File: config.mk
export PLATFORM = sky130hd
export DESIGN_NAME = midi_note_controller
export DESIGN_NICKNAME = d
export VERILOG_FILES = /design/src/rtl/midi_note_controller_pkg.sv /design/src/rtl/midi_uart_rx.sv /design/src/rtl/midi_note_controller.sv
export SDC_FILE = /design/constraint.sdc
export NUM_CORES = 1
export LEC_CHECK = 0
export CAP_MARGIN = 30
export CORE_ASPECT_RATIO = 0.9
export CORE_MARGIN = 4
export CORE_UTILIZATION = 39
export CTS_CLUSTER_SIZE = 30
export DETAILED_ROUTE_END_ITERATION = 8
export PLACE_DENSITY = 0.55
export SLEW_MARGIN = 10
export SYNTH_ARGS = -nofsm -noshare
export SYNTH_HDL_FRONTEND = slang
export SYNTH_HIERARCHICAL = 1
export SYNTH_SLANG_ARGS = --single-unit
export TNS_END_PERCENT = 20
File: constraint.sdc
create_clock -name clk -period 5.2 [get_ports clk]
set_input_delay 1.04 -clock clk [delete_from_list [all_inputs] [get_ports clk]]
set_output_delay 1.04 -clock clk [all_outputs]
set_load 0.05 [all_outputs]
File: src/rtl/midi_note_controller_pkg.sv
// Shared MIDI definitions: status nibbles, controller numbers and receiver state encoding.
// Imported by the UART receiver and the note controller.
package midi_note_controller_pkg;

  localparam logic [3:0] NOTE_OFF = 4'h8;
  localparam logic [3:0] NOTE_ON  = 4'h9;
  localparam logic [3:0] POLY_AT  = 4'hA;
  localparam logic [3:0] CTRL     = 4'hB;
  localparam logic [3:0] PROG     = 4'hC;
  localparam logic [3:0] CHAN_AT  = 4'hD;
  localparam logic [3:0] PITCH    = 4'hE;

  localparam logic [6:0] CC_ALL_NOTES_OFF = 7'd123;

  typedef enum logic [2:0] {
    RX_IDLE      = 3'd0,
    RX_START     = 3'd1,
    RX_DATA      = 3'd2,
    RX_STOP      = 3'd3,
    RX_WAIT_IDLE = 3'd4
  } rx_state_e;

  // Program change and channel aftertouch carry a single data byte.
  function automatic logic is_one_data(input logic [3:0] status_hi);
    return (status_hi == PROG) || (status_hi == CHAN_AT);
  endfunction

endpackage

File: src/rtl/midi_uart_rx.sv
// 8N1 serial receiver for the MIDI input: two-flop synchroniser, mid-bit sampling,
// one-cycle valid pulse per good byte and a one-cycle frame_error pulse on a low stop bit.
module midi_uart_rx
  import midi_note_controller_pkg::*;
#(
  parameter int CLKS_PER_BIT = 1600
) (
  input  logic       clk,
  input  logic       rst_n,
  input  logic       rx,
  output logic [7:0] data,
  output logic       valid,
  output logic       frame_error
);

  localparam int TW = $clog2(CLKS_PER_BIT);
  localparam logic [TW-1:0] BIT_END  = TW'(CLKS_PER_BIT - 1);
  localparam logic [TW-1:0] HALF_END = TW'(CLKS_PER_BIT / 2 - 1);

  logic            rx_meta_q, rx_sync_q;
  rx_state_e       state_q, state_d;
  logic [TW-1:0]   timer_q, timer_d;
  logic [2:0]      bit_q, bit_d;
  logic [7:0]      shift_q, shift_d;
  logic [7:0]      data_q, data_d;
  logic            valid_q, valid_d;
  logic            ferr_q, ferr_d;

  always_ff @(posedge clk or negedge rst_n) begin
    if (!rst_n) begin
      rx_meta_q <= 1'b1;
      rx_sync_q <= 1'b1;
      state_q   <= RX_IDLE;
      timer_q   <= '0;
      bit_q     <= '0;
      shift_q   <= '0;
      data_q    <= '0;
      valid_q   <= 1'b0;
      ferr_q    <= 1'b0;
    end else begin
      rx_meta_q <= rx;
      rx_sync_q <= rx_meta_q;
      state_q   <= state_d;
      timer_q   <= timer_d;
      bit_q     <= bit_d;
      shift_q   <= shift_d;
      data_q    <= data_d;
      valid_q   <= valid_d;
      ferr_q    <= ferr_d;
    end
  end

  always_comb begin
    state_d = state_q;
    timer_d = timer_q + 1'b1;
    bit_d   = bit_q;
    shift_d = shift_q;
    data_d  = data_q;
    valid_d = 1'b0;
    ferr_d  = 1'b0;
    case (state_q)
      RX_IDLE: begin
        timer_d = '0;
        if (!rx_sync_q) state_d = RX_START;
      end
      RX_START: begin
        // Half a bit in: a line that has gone high again was only a glitch.
        if (timer_q == HALF_END) begin
          timer_d = '0;
          bit_d   = '0;
          state_d = rx_sync_q ? RX_IDLE : RX_DATA;
        end
      end
      RX_DATA: begin
        if (timer_q == BIT_END) begin
          timer_d = '0;
          shift_d = {rx_sync_q, shift_q[7:1]};
          if (bit_q == 3'd7) state_d = RX_STOP;
          else               bit_d   = bit_q + 3'd1;
        end
      end
      RX_STOP: begin
        if (timer_q == BIT_END) begin
          timer_d = '0;
          if (rx_sync_q) begin
            valid_d = 1'b1;
            data_d  = shift_q;
            state_d = RX_IDLE;
          end else begin
            ferr_d  = 1'b1;
            state_d = RX_WAIT_IDLE;
          end
        end
      end
      RX_WAIT_IDLE: begin
        timer_d = '0;
        if (rx_sync_q) state_d = RX_IDLE;
      end
      default: begin
        timer_d = '0;
        state_d = RX_IDLE;
      end
    endcase
  end

  assign data        = data_q;
  assign valid       = valid_q;
  assign frame_error = ferr_q;

endmodule

File: src/rtl/midi_note_controller.sv
// MIDI-in to monophonic voice: parses Note On/Off and All Notes Off with running status
// on one channel (or omni) and holds registered note, gate and velocity.
module midi_note_controller
  import midi_note_controller_pkg::*;
#(
  parameter int CLKS_PER_BIT = 1600
) (
  input  logic       clk,
  input  logic       rst_n,
  input  logic       midi_rx,
  input  logic [3:0] midi_channel,
  input  logic       omni,
  output logic [7:0] note,
  output logic       gate,
  output logic [6:0] velocity,
  output logic       frame_error
);

  logic       byte_valid;
  logic [7:0] byte_data;

  midi_uart_rx #(.CLKS_PER_BIT(CLKS_PER_BIT)) u_rx (
    .clk         (clk),
    .rst_n       (rst_n),
    .rx          (midi_rx),
    .data        (byte_data),
    .valid       (byte_valid),
    .frame_error (frame_error)
  );

  logic [7:0] rs_q, rs_d;
  logic       rs_valid_q, rs_valid_d;
  logic       cnt_q, cnt_d;
  logic [6:0] d1_q, d1_d;
  logic [6:0] note_q, note_d;
  logic       gate_q, gate_d;
  logic [6:0] vel_q, vel_d;
  logic       msg_done;
  logic [6:0] msg_d1, msg_d2;

  always_ff @(posedge clk or negedge rst_n) begin
    if (!rst_n) begin
      rs_q       <= '0;
      rs_valid_q <= 1'b0;
      cnt_q      <= 1'b0;
      d1_q       <= '0;
      note_q     <= '0;
      gate_q     <= 1'b0;
      vel_q      <= '0;
    end else begin
      rs_q       <= rs_d;
      rs_valid_q <= rs_valid_d;
      cnt_q      <= cnt_d;
      d1_q       <= d1_d;
      note_q     <= note_d;
      gate_q     <= gate_d;
      vel_q      <= vel_d;
    end
  end

  always_comb begin
    rs_d       = rs_q;
    rs_valid_d = rs_valid_q;
    cnt_d      = cnt_q;
    d1_d       = d1_q;
    note_d     = note_q;
    gate_d     = gate_q;
    vel_d      = vel_q;
    msg_done   = 1'b0;
    msg_d1     = d1_q;
    msg_d2     = byte_data[6:0];
    if (byte_valid) begin
      // Real-time bytes (F8-FF) fall through untouched; system common (F0-F7) kills running status.
      if (byte_data[7:4] == 4'hF) begin
        if (!byte_data[3]) begin
          rs_valid_d = 1'b0;
          cnt_d      = 1'b0;
        end
      end else if (byte_data[7]) begin
        rs_d       = byte_data;
        rs_valid_d = 1'b1;
        cnt_d      = 1'b0;
      end else if (rs_valid_q) begin
        if (is_one_data(rs_q[7:4])) begin
          msg_done = 1'b1;
          msg_d1   = byte_data[6:0];
        end else if (cnt_q) begin
          msg_done = 1'b1;
        end else begin
          d1_d  = byte_data[6:0];
          cnt_d = 1'b1;
        end
        if (msg_done) cnt_d = 1'b0;
      end
    end
    if (msg_done && (omni || (rs_q[3:0] == midi_channel))) begin
      case (rs_q[7:4])
        NOTE_ON: begin
          if (msg_d2 != 7'd0) begin
            note_d = msg_d1;
            vel_d  = msg_d2;
            gate_d = 1'b1;
          end else if (gate_q && (msg_d1 == note_q)) begin
            gate_d = 1'b0;
          end
        end
        NOTE_OFF: if (gate_q && (msg_d1 == note_q)) gate_d = 1'b0;
        CTRL:     if (msg_d1 == CC_ALL_NOTES_OFF) gate_d = 1'b0;
        default: ;
      endcase
    end
  end

  assign note     = {1'b0, note_q};
  assign gate     = gate_q;
  assign velocity = vel_q;

endmodule
* Word level (Yosys, flattened, before mapping) *
Index checks and enable logic that the tools add are counted.

storage, ports and cells
  memories kept = 0
  logic and storage cells = 118
  memory bits (writable) = 0
  register bits after elaboration = 69
  output and inout bits = 17
  latch bits = 0
  bits in read-only memories = 0
  bits of input ports = 8

operators by class
  reduce and logical (&&, ||, !) cells = 21
  order comparisons = 0
  eq/ne operators = 26
  shift-type cells = 0
  $mul = 0
  $add $sub $neg = 2
  multiplexer cells = 49
  bitwise gates (word level) = 4
  div/mod/pow operators = 0

operator list
  cell                                              count
  2-to-1 mux 7 bit                                  5
  2-to-1 mux 3 bit                                  10
  2-to-1 mux 1 bit                                  27
  == test 4 bit (second input constant)             6
  2-to-1 mux 11 bit                                 2
  case mux 11 bit (2 select lines)                  1
  case mux 3 bit (5 select lines)                   1
  AND reduction 3 bit                               5
  AND reduction 6 bit                               2
  adder 11 x 1 -> 11 bit (second input constant)    1
  == test 11 x 10 -> 1 bit (second input constant)  1
  == test 11 bit (second input constant)            1
  != test 2 x 1 -> 1 bit (second input constant)    5
  != test 2 bit (second input constant)             4
  AND reduction 4 bit                               2
  == test 7 bit                                     1
  == test 7 bit (second input constant)             1
  nonzero test 7 bit                                1
  == test 3 x 2 -> 1 bit (second input constant)    2
  == test 3 bit (second input constant)             2
  case mux 3 bit (2 select lines)                   1
  nonzero test 3 bit                                2
  == test 4 bit                                     1
  != test 4 x 2 -> 1 bit (second input constant)    1
  11 further kinds                                  17

* Logic depth before layout (Yosys ltp) *
  depth in word-level cells = 13
  depth in mapped cells = 7
  gate-level depth less buffers = 6

* By module *
Netlist, hierarchy kept.

by module, submodules not included
  module                cells an instance  area an instance (um^2)  times used
  midi_uart_rx          133                1681.6                   1
  midi_note_controller  159                1659.1                   1

* Worst setup path before layout *
No wires, ideal clock.

  kind = input-to-reg
  from = in midi_channel[0]
  to = reg vel_q[1] (netlist: velocity[1])
  library setup time = 0.122 ns
  setup slack = 2.985 ns
  data required time = 5.078 ns
  arrival time = 2.094 ns
  stages = 6
  buffers on the path = 1
  path through = xnor2_1 -> a41oi_1 -> nor3_4 -> nand3_4 -> buf_6 -> a32o_1

between the ends
  word-level cells in the longest chain between the ends = 4

ends and longest elaborated chain
  item                                  line                        text
  from (decl)                           midi_note_controller.sv:11  input logic [3:0] midi_channel,
  == test 4 bit                         midi_note_controller.sv:96  if (msg_done && (omni || (rs_q[3:0] == midi_channel))) begin
  logical OR 1 bit                      midi_note_controller.sv:96
  logical AND 1 bit                     midi_note_controller.sv:96
  AND reduction 3 bit (no source line)  --
  to (signal assigned)                  midi_note_controller.sv:57  vel_q <= vel_d;
  to (decl)                             midi_note_controller.sv:37  logic [6:0] vel_q, vel_d;

No other way between the ends.
A chain may end at the register's enable or synchronous reset.

* Worst setup path after layout *
  from = reg note_q[6]
  to = out note[6]

RTL lines
  item                    line                        text
  from (decl)             midi_note_controller.sv:35  logic [6:0] note_q, note_d;
  from (signal assigned)  midi_note_controller.sv:55  note_q <= note_d;
  to (decl)               midi_note_controller.sv:13  output logic [7:0] note,

No word-level cell between the ends.

==> results by group <==
Yosys
  • Asr flop ratio synth: 100.0%
  • Main flop type after synthesis: dfrtp_1
  • Synth Warn #: 6
  • Top-area cell type share of the netlist area: 50.19%
  • Register area share after synthesis: just over 50%
  • Synth Instances: just under 300
  • Cell accounting for the most synthesized area: dfrtp_1
  • Avg Cell Area, Syn: about 11 µm²
  • Post-synth EDFFs: 0
  • Yosys cell types: 60
  • Mapped cell area: about 3300 µm²
  • Synth top area cells: dfrtp_1 (50%), mux2_2 (6.4%), nand2_1 (4.0%)
  • Syn nets: 303
  • #FFs+latches synth: 69

Clock network
  • PostCTS Resize Cnt: 0
  • Worst-case clock buffer depth: 2
  • Clock-pin slew on the worst setup and hold paths: 80 ps
  • Max H-tree Level: 3
  • Worst-skew pair later-pin latency: 340 ps
  • Hold_buf cts: 0
  • CTS tree: built
  • Num Clock Sinks: just under 70
  • Post-CTS Setup Inserts: 0
  • Number of buffers created by CTS: 9
  • Clk root buf: clkbuf_8

Worst setup path
  • Setup Crit Path Kind: register to output pin
  • Crit path max-delay family: buffers and inverters
  • Crit-path slowest cell: clkdlybuf4s50_1
  • Required @ worst endpoint: between 4000 and 5000 ps
  • RR Startpoint: rs_q[5]$_DFFE_PN0P_
  • Crit path arrival time: about 1600 ps
  • Worst setup path startpoint: note_q[6]$_DFFE_PN0P_
  • CP Cell Sequence: clkdlybuf4s50_1
  • Setup crit start kind: register
  • Worst path max stage delay: ~840 ps
  • Crit-path max FO: 6
  • CP endpoint kind: output pin
  • CP bufs+invs: 1

Global routing
  • Vias in the first global route: ~2200
  • GRT Resource Usage Total: ~14%
  • Grt ovf: 0
  • First-pass GRT wire length: between 10 and 15 mm
  • Largest net degree at the start of global routing: 39
  • Initial antenna violation count: 0

STA
  • Fin crit share: 51.22%
  • Final Worst Setup Slack: around 2500 ps
  • RSZ-0062 raised after global routing: no
  • Final Skew: roughly 11 ps
  • Final Critical Period: between 2000 and 3000 ps
  • Final Setup Violations: 0
  • Min Hold Slack: about 360 ps
  • Worst-Margin Slew: between 600 and 700 ps
  • Worst rel slew slack: between 50% and 60%
  • Slew Limit Fails: 0
  • Hold Fails Final Rpt: 0
  • Setup tns final: 0 ps
  • Peak Freq: 375.5 MHz

Power and ir drop
  • Reg power frac: 56.9%
  • Sw Pwr: 0.2039 mW
  • Power Density: around 250 nW/µm²
  • Power Internal: roughly 0.74 mW
  • Comb pwr share: 2.1%
  • Overall power: about 0.95 mW
  • Net Sw Frac: between 20 and 25%
  • Leak: 1.696 nW
  • Max rail drop VDD: ~130 µV
  • Clock power share: between 40 and 50%

Final layout
  • Final design utilization: approximately 46%
  • Layout area overhead: 13.90%
  • Layout Nets: 328
  • Number of diodes: 0
  • Layout cells sized above 1: about 18%

Floorplan
  • Initial Util: between 40 and 50%
  • Die area: 10110 µm²
  • Core footprint: between 8000 and 9000 µm²
  • Die extent in y: ~96 µm
  • Num rows: 31
  • Die width: roughly 110 µm
  • I/O pins: 25

Worst hold path
  • Hold Path Class: register to register
  • Worst Hold Launch: u_rx/rx_meta_q$_DFF_PN1_

Drt
  • Iteration-0 DRC Markers: 91
  • Post-route ant nets: 0
  • WL/cell: around 14 µm
  • Via count: between 2000 and 2500
  • Number of iterations in the first detailed-routing pass: 4
  • DRC: 0
  • Vias/cell: just over 5
  • Total wire length: ~6.2 mm

Placed design
  • Placement Setup Slack: roughly 2300 ps
  • Routability cong.: roughly 0.81
  • Hpwl dp: between 4 and 5 mm
  • PortBufs: 23

Job
  • Max-cap violations: 0

Outcome
  • Outcome: finished clean
cell families after synthesis:
kind of cell / after synthesis / synth area share [%]
compound gates: 42 / 8.464
xor+xnor: 16 / 4.195
fa+ha+maj: 3 / 1.124
buf+inv: 20 / 3.670
flops: 69 / 51.76
mux: 36 / 12.70
other cells: 1 / 0.1123
simple gates: 105 / 17.98
final cells by class:
class,count,area [µm²]
clock buffers,14,162.7
clock inverters,2,10.01
fillers,765,4379
inverters,10,37.54
multi-input cells,203,1489
flip-flops and latches,69,1729
well taps,115,143.9
repair buffers,24,232.7
layout by cell type, fill, tap and decap left out, types with 3 or more instances in the layout:
master,n
xnor2_1,9
nor3_1,5
xor2_1,7
nand2b_1,8
mux2_2,19
nand2_1,36
nand3_1,7
ha_1,3
o21ai_1,9
inv_1,10
mux2_4,8
dfrtp_1,67
mux2i_1,9
clkdlybuf4s50_1,22
nor2_1,19
a21oi_1,5
clkbuf_1,3
a31oi_1,3
nor4_1,3
o21ai_0,5
clkbuf_8,11
and4_1,3
worst paths after layout:
| path | endpoint | slack, ps | cells past startpoint |
|---|---|---|---|
| worst max register to register | gate$_DFFE_PN0P_ | 3130 | 6 |
| max in group asynchronous | d1_q[1]$_DFFE_PN0P_ | 3510 | 2 |
| worst min register to register | u_rx/rx_sync_q$_DFF_PN1_ | 360 | 0 |
| worst min-delay path | u_rx/rx_sync_q$_DFF_PN1_ | 360 | 0 |
| worst max-delay path | note[6] | 2540 | 1 |
| min in group asynchronous | rs_valid_q$_DFFE_PN0P_ | 730 | 1 |
Yosys cell counts (5+ instances only):
library cell	n
mux2i_1	9
dfrtp_1	67
inv_1	10
mux2_2	19
o21ai_0	5
a21oi_1	5
o21ai_1	9
nor2_1	19
nand3_1	7
nand2_1	36
mux2_4	8
nand2b_1	8
xor2_1	7
xnor2_1	9
nor3_1	5
per-stage QoR:
step	instance area, µm²	instances
2_1_floorplan	3341	292
3_3_place_gp	3632	421
3_5_place_dp	3632	421
4_1_cts	3805	437
5_1_grt	3805	437
6_report	3805	437
power by group through the flow:
stage / registers (mW) / clock network (mW) / logic (mW)
after global placement: 0.549 / 0 / 0.0206
after CTS: 0.539 / 0.405 / 0.0213
final: 0.539 / 0.388 / 0.0198
after floorplan: 0.549 / 0 / 0.00441
after global routing: 0.538 / 0.424 / 0.0232
after detailed placement: 0.549 / 0 / 0.0212
routing by layer:
layer,vias to the layer above,share of wire [%],GRT usage [%]
met3,12,5.2,4.359
met4,0,1.9,5.178
met5,-,0,0
met1,1070,48,18.02
li1,1079,-,-
met2,49,44,20.81
registers in the layout (all words and copies together), names as in the netlist:
register,cells
gate,1
rs_valid_q,1
u_rx/rx_meta_q,1
u_rx/bit_q,3
u_rx/timer_q,11
u_rx/shift_q,8
u_rx/data,8
u_rx/frame_error,1
velocity,7
note_q,7
d1_q,7
rs_q,8
u_rx/valid,1
cnt_q,1
u_rx/rx_sync_q,1
u_rx/state_q,3
Note: power is estimated with default switching activity, not from simulation.
